[config.mk]
export PLATFORM = sky130hd
export DESIGN_NAME = video_out_stage
export DESIGN_NICKNAME = d
export VERILOG_FILES = /design/src/rtl/video_out_stage_pkg.sv /design/src/rtl/video_out_stage_frame_debounce.sv /design/src/rtl/video_out_stage.sv
export SDC_FILE = /design/constraint.sdc
export NUM_CORES = 1
export LEC_CHECK = 0
export ABC_AREA = 1
export CORE_MARGIN = 4
export CORE_UTILIZATION = 41
export DETAILED_ROUTE_END_ITERATION = 16
export PLACE_DENSITY_LB_ADDON = 0.05
export SETUP_SLACK_MARGIN = 0.4
export SYNTH_ARGS = -nofsm -noshare
export SYNTH_HDL_FRONTEND = slang
export SYNTH_HIERARCHICAL = 1
export SYNTH_SLANG_ARGS = --single-unit
[constraint.sdc]
create_clock -name clk -period 1.4 [get_ports clk]
set_clock_uncertainty 0.2 [all_clocks]
set_input_delay 0.14 -clock clk [delete_from_list [all_inputs] [get_ports clk]]
set_output_delay 0.14 -clock clk [all_outputs]
set_load 0.005 [all_outputs]
[src/rtl/video_out_stage_pkg.sv]
// Shared video constants, mode/FSM encodings and the per-mode pixel function.
package video_out_stage_pkg;

  localparam int H_DISPLAY_DEF = 256;
  localparam int V_DISPLAY_DEF = 240;

  typedef enum logic [1:0] {
    MODE_PASS   = 2'd0,
    MODE_INVERT = 2'd1,
    MODE_BORDER = 2'd2,
    MODE_BLACK  = 2'd3
  } mode_t;

  typedef enum logic [1:0] {
    DB_IDLE  = 2'd0,
    DB_COUNT = 2'd1,
    DB_HELD  = 2'd2
  } db_state_t;

  // Pixel before blanking; on_border marks the outermost ring of the raster.
  function automatic logic [2:0] mode_pixel(input mode_t m, input logic on_border,
                                            input logic [2:0] rgb);
    case (m)
      MODE_PASS:   return rgb;
      MODE_INVERT: return ~rgb;
      MODE_BORDER: return on_border ? 3'b111 : rgb;
      default:     return 3'b000;
    endcase
  endfunction

endpackage

[src/rtl/video_out_stage_frame_debounce.sv]
// Frame-rate button debouncer: a press needs DEBOUNCE_FRAMES consecutive
// high samples taken on tick; a held button produces a single press.
module frame_debounce
  import video_out_stage_pkg::*;
#(
  parameter int DEBOUNCE_FRAMES = 3
) (
  input  logic clk,
  input  logic reset,
  input  logic tick,
  input  logic btn,
  output logic press
);

  localparam int CW = (DEBOUNCE_FRAMES < 2) ? 1 : $clog2(DEBOUNCE_FRAMES + 1);

  db_state_t     state;
  logic [CW-1:0] count;
  logic [CW:0]   count_nxt;
  logic          reach;

  // Next count and press; press is combinational so mode moves in the same
  // cycle the FSM enters HELD.
  always_comb begin
    count_nxt = (state == DB_COUNT) ? ({1'b0, count} + (CW+1)'(1)) : (CW+1)'(1);
    reach     = (count_nxt >= (CW+1)'(DEBOUNCE_FRAMES));
    press     = tick && btn && (state != DB_HELD) && reach;
  end

  // Debounce FSM, advanced only on frame ticks.
  always_ff @(posedge clk or posedge reset) begin
    if (reset) begin
      state <= DB_IDLE;
      count <= '0;
    end else if (tick) begin
      case (state)
        DB_IDLE, DB_COUNT: begin
          if (btn) begin
            state <= reach ? DB_HELD : DB_COUNT;
            count <= count_nxt[CW-1:0];
          end else begin
            state <= DB_IDLE;
            count <= '0;
          end
        end
        DB_HELD: begin
          if (!btn) begin
            state <= DB_IDLE;
            count <= '0;
          end
        end
        default: begin
          state <= DB_IDLE;
          count <= '0;
        end
      endcase
    end
  end

endmodule

[src/rtl/video_out_stage.sv]
// Video output stage: two-stage pixel/sync pipeline with mode-dependent
// pixel shaping, blanking, frame counting and a debounced mode button.
module video_out_stage
  import video_out_stage_pkg::*;
#(
  parameter int H_DISPLAY       = H_DISPLAY_DEF,
  parameter int V_DISPLAY       = V_DISPLAY_DEF,
  parameter int DEBOUNCE_FRAMES = 3
) (
  input  logic       clk,
  input  logic       reset,
  input  logic       hsync_in,
  input  logic       vsync_in,
  input  logic       display_on_in,
  input  logic [8:0] hpos,
  input  logic [8:0] vpos,
  input  logic [2:0] rgb_in,
  input  logic       mode_btn,
  output logic       hsync_out,
  output logic       vsync_out,
  output logic [2:0] rgb_out,
  output logic [1:0] mode,
  output logic [7:0] frame_count
);

  logic       btn_meta, btn_sync;
  logic       vsync_prev, tick, press;
  logic       on_border;
  logic       s1_hs, s1_vs, s1_on;
  logic [2:0] s1_px;

  assign tick      = vsync_in & ~vsync_prev;
  assign on_border = (hpos == 9'd0) || (hpos == 9'(H_DISPLAY - 1)) ||
                     (vpos == 9'd0) || (vpos == 9'(V_DISPLAY - 1));

  // Two-flop synchroniser for the asynchronous button.
  always_ff @(posedge clk or posedge reset) begin
    if (reset) begin
      btn_meta <= 1'b0;
      btn_sync <= 1'b0;
    end else begin
      btn_meta <= mode_btn;
      btn_sync <= btn_meta;
    end
  end

  frame_debounce #(.DEBOUNCE_FRAMES(DEBOUNCE_FRAMES)) u_debounce (
    .clk   (clk),
    .reset (reset),
    .tick  (tick),
    .btn   (btn_sync),
    .press (press)
  );

  // Vsync edge detect, frame counter and mode register (frame-boundary only).
  always_ff @(posedge clk or posedge reset) begin
    if (reset) begin
      vsync_prev  <= 1'b0;
      frame_count <= '0;
      mode        <= MODE_PASS;
    end else begin
      vsync_prev <= vsync_in;
      if (tick)  frame_count <= frame_count + 8'd1;
      if (press) mode        <= mode + 2'd1;
    end
  end

  // Stage 1: register syncs and the mode-shaped pixel from same-cycle hpos/vpos.
  always_ff @(posedge clk or posedge reset) begin
    if (reset) begin
      s1_hs <= 1'b0;
      s1_vs <= 1'b0;
      s1_on <= 1'b0;
      s1_px <= '0;
    end else begin
      s1_hs <= hsync_in;
      s1_vs <= vsync_in;
      s1_on <= display_on_in;
      s1_px <= mode_pixel(mode_t'(mode), on_border, rgb_in);
    end
  end

  // Stage 2: outputs, blanking applied with the delayed display flag.
  always_ff @(posedge clk or posedge reset) begin
    if (reset) begin
      hsync_out <= 1'b0;
      vsync_out <= 1'b0;
      rgb_out   <= '0;
    end else begin
      hsync_out <= s1_hs;
      vsync_out <= s1_vs;
      rgb_out   <= s1_on ? s1_px : 3'b000;
    end
  end

endmodule

# Word level (Yosys, flattened, before mapping)
# Index checks and enable logic that the tools add are counted.
[totals] output_inout_bits=15 register_bits=27 input_bits=27
[op_classes] n_addsub=3 order_cmp=1 muxes=10 reduce_logical=12 n_bitwise=3 eq_ne=8
[ops] cell="$eq 9x8->1 const B" n=2
[ops] cell="$logic_not 9->1" n=2
[ops] cell="$mux 3" n=3
[ops] cell="$pmux 3 s3" n=1
[ops] cell="$add 8x1->8 const B" n=1
[ops] cell="$mux 2" n=4
[ops] cell="$pmux 2 s2" n=2
[ops] cell="$eq 2x1->1 const B" n=2
[ops] cell="$eq 2x2->1 const B" n=2
[ops] cell="$logic_not 2->1" n=2
[ops] cell="$ne 2x2->1 const B" n=2
[ops] cell="$add 2x1->3 const B" n=1
[ops] cell="$ge 3x2->1 const B" n=1
[ops] cell="$logic_and 1x1->1" n=3
[ops] cell="$logic_or 1x1->1" n=3
[ops] cell="$not 3->3" n=1
[ops] cell="$add 2x1->2 const B" n=1
[ops] cell="$reduce_and 2->1" n=1
[ops] cell="$reduce_or 2->1" n=1
[ops] cell="$and 1x1->1" n=1
[ops] cell="$not 1->1" n=1

# Logic depth before layout (Yosys ltp)
[logic_depth] word_depth=6 mapped_depth=8 ltp_nobuf=8

# Modules after synthesis
# Netlist, hierarchy kept.
[modules_own_cells] module="video_out_stage" n_inst=1 cells_per_inst=120 area_per_inst_um2=1111.1
[modules_own_cells] module="frame_debounce" n_inst=1 cells_per_inst=36 area_per_inst_um2=245.2

# Worst setup path after synthesis
# OpenSTA, ideal clock, no wires.
[synth_path] kind="reg2reg" from="register, netlist name s1_vs" to="register mode[0]" path_slack_ns=0.009 t_arrival_ns=1.112 required_ns=1.121 path_stages_with_launch=7 period_less_slack_ns=1.391 path_cell_list="dfrtp_1 -> nor2_4 -> nand2_1 -> nor3_2 -> nand2_1 -> inv_1 -> xor2_1"
[synth_rtl] item="end signal: assignment" line="video_out_stage.sv:64" text="if (press) mode <= mode + 2'd1;"
[synth_rtl] item="end: declaration" line="video_out_stage.sv:22" text="output logic [1:0] mode,"

==> results by group <==
Outcome
  • Status: finished with violations
  • Failing checks: setup timing

Route
  • Wire per inst: 13.0 um
  • Antenna Nets Post-Route: 0
  • DR vias: 1,268
  • Residual DRC: 0
  • Via density: 4.53
  • Initial DRT Pass Iterations: 4
  • DRT iter0 DRCs: 57
  • Total wire length: ~3.7 mm

Clock tree
  • TritonCTS clock tree: done
  • Num CTS Buffers: 3
  • CTS Root Cell: clkbuf_4
  • CTS Buffer Depth: 2
  • Reg clk slew, reported paths: 0.14 ns
  • Latest clock arrival within the worst-skew pair: around 0.32 ns
  • Total number of H-tree levels: 1
  • Num Clock Sinks: 27

Die
  • Chip height: 65.5 um
  • Die area: 0.00429 mm^2
  • Total core area: 0.00310 mm^2
  • Die X: 65.5 um
  • Row count: 20
  • Io pins: 42
  • Initial Utilization: 43.7%

Global route
  • Largest net degree at the start of global routing: 24
  • Vias in the first global route: ~1,300
  • GR Util met3: 5.30%
  • Initial antenna violation count: 0
  • GRT met1 Usage: 16.9%
  • Global route overflow: 0
  • Grt met2 use: 29.3%
  • Total track usage: 15.9%
  • First-pass GRT wire length: 5.36 mm
  • Gr busiest metal: met2

Placement
  • Dpl hpwl: 2.19 mm
  • Worst slack at placement: -0.317 ns
  • Port bufs: 41
  • Gpl congestion: 0.767

Synthesis
  • Largest cells by area after synthesis: dfrtp_1 (50%), nand2_1 (13%), inv_1 (6.6%), ha_1 (5.5%), nor2_1 (4.7%)
  • Netlist Area Pre-Place: 0.00136 mm^2
  • Cell taking the most area after synthesis: dfrtp_1
  • Sequential area share after synthesis: 49.8%
  • Unique masters post-synth: 22
  • Syn Inst Count: 156
  • Avg Cell Area, Syn: 8.69 um^2
  • Count of state elements after synthesis: 27
  • Synth Warn #: 6
  • Post-synth top area share: 49.8%
  • Syn nets: 189

Timing
  • RSZ-0062 raised after global routing: true
  • # setup viols final: 11
  • Relative slew slack: 84.8%
  • Minimum clock period: 1.50 ns
  • Final Hold Fails: 0
  • Worst slew pin tran: ~0.23 ns
  • Pins Over Slew Limit: 0
  • Final period utilization: 107%
  • Fmax: 668 MHz
  • WHS: around 0.0013 ns
  • Final WS setup: -0.0977 ns

Cells and area
  • Proportion of layout cells with a drive suffix above 1: 42.8%
  • Storage element area: between 600 and 700 um^2
  • Layout Nets: 270
  • Diode count: 0
  • Area of the multi-input gates: 769 um^2
  • Most common cell after layout, fill and taps aside: nand2_1
  • # fillers: 237
  • Layout area overhead: 72.6%
  • Most frequent cells in the layout: nand2_1 (32), dfrtp_1 (26), clkdlybuf4s50_1 (22), buf_4 (19), inv_1 (18)

Critical path
  • CP delay by family, top: simple AND/OR/NAND/NOR gates
  • Worst Path Required: 1.42 ns
  • Cells along the critical path: nor2_4 -> buf_6 -> nand2_4 -> nor3_4 -> nand3_2 -> xnor2_2
  • Critical path class: flop to flop
  • CP endpoint kind: flop
  • CP Max Fanout: 4
  • Worst path bufs/invs: 1
  • CP peak stage delay: 0.44 ns
  • Critical Path Slowest Stage Cell: dfrtp_1
  • CP Data Arrival Time: 1.52 ns
  • Crit start category: flop

Power and ir drop
  • Lkg Pwr: 0.00121 uW
  • Max VDD drop: approximately 750 uV
  • Final Total Pwr: 3100 uW
  • PwrDens: about 1300 mW/mm^2

Worst hold path
  • Hold Path Class: input pin to async pin

Run
  • MaxCap Viol Count: 0
[Yosys cell counts, drive strengths merged]
cell and n:
nand2 49, dfrtp 27, inv 26, nor2 18, nand3 8, ha 6, xor2 5, nor3 4
a21oi 3, mux2i 3, and2 2, o21ai 2, xnor2 2, nor4 1
[layout make-up]
type | instances | share of cell area, %
multi-input combinational | 103 | 32.9
timing repair buffer | 76 | 30.0
sequential | 27 | 28.9
inverter | 26 | 4.70
tap | 44 | 2.35
clock buffer | 3 | 0.962
clock inverter | 1 | 0.214
[path summary, 6_finish.rpt]
check	cells after the start	start	to	slack [ns]
max in group asynchronous	3	reset	u_debounce/state[0]	0.46
worst max register to register	6	s1_vs	frame_count[6]	-0.1
min in group clk	1	mode_btn	btn_meta	0.04
worst min register to register	0	btn_meta	btn_sync	0.17
worst max-delay path	6	s1_vs	frame_count[6]	-0.1
worst min-delay path	3	reset	mode[0]	0.001
[layer usage]
metal	wire [um]	vias up
li1	-	634
met1	1420	596
met2	2010	34
met3	197	4
met4	17	0
met5	0	-
[per-stage QoR]
step | cells | util, % | setup TNS, ns | instance area [um^2]
global placement | 248 | 60.7 | -2.22 | 1880
CTS | 271 | 68.2 | -0.0578 | 2120
finish | 280 | 75.4 | -0.715 | 2340
global route | 280 | 75.4 | -1.27 | 2340
detailed placement | 248 | 60.7 | -2.68 | 1880
floorplan | 156 | - | 0 | 1370
[cell families after synthesis]
family          share of synthesized area (%)
xor+xnor                                 4.52
buf+inv                                  7.38
simple gates                             28.7
flops                                    49.8
compound gates                           1.84
fa+ha+maj                                5.53
mux                                      2.21
[power by group]
group	total [uW]	switching (uW)	internal [uW]
clock network	329	222	107
registers	1090	117	976
logic	1670	799	874
[state kept, by name, indices dropped and copies added, names as in the netlist]
signal            flops
frame_count           8
rgb_out               3
s1_px                 3
mode                  2
u_debounce/count      2
u_debounce/state      2
btn_meta              1
btn_sync              1
hsync_out             1
s1_hs                 1
s1_on                 1
s1_vs                 1
vsync_out             1
[what timing repair did]
action | CTS | global route
resized for setup | 99 | 30
endpoints found under the hold margin | 27 | 4
hold buffers | 1 | 1
gates cloned | 0 | 2
endpoints found under the setup margin | 32 | 55
pin swaps | 16 | 18
setup buffers | 18 | 7
[worst reg2reg max path: stages (launching register included)]
cell,delay (ns)
dfrtp_1,0.44
nor2_4,0.14
buf_6,0.13
nand2_4,0.06
nor3_4,0.18
nand3_2,0.11
xnor2_2,0.14
Power figures use the tool's default switching activity.
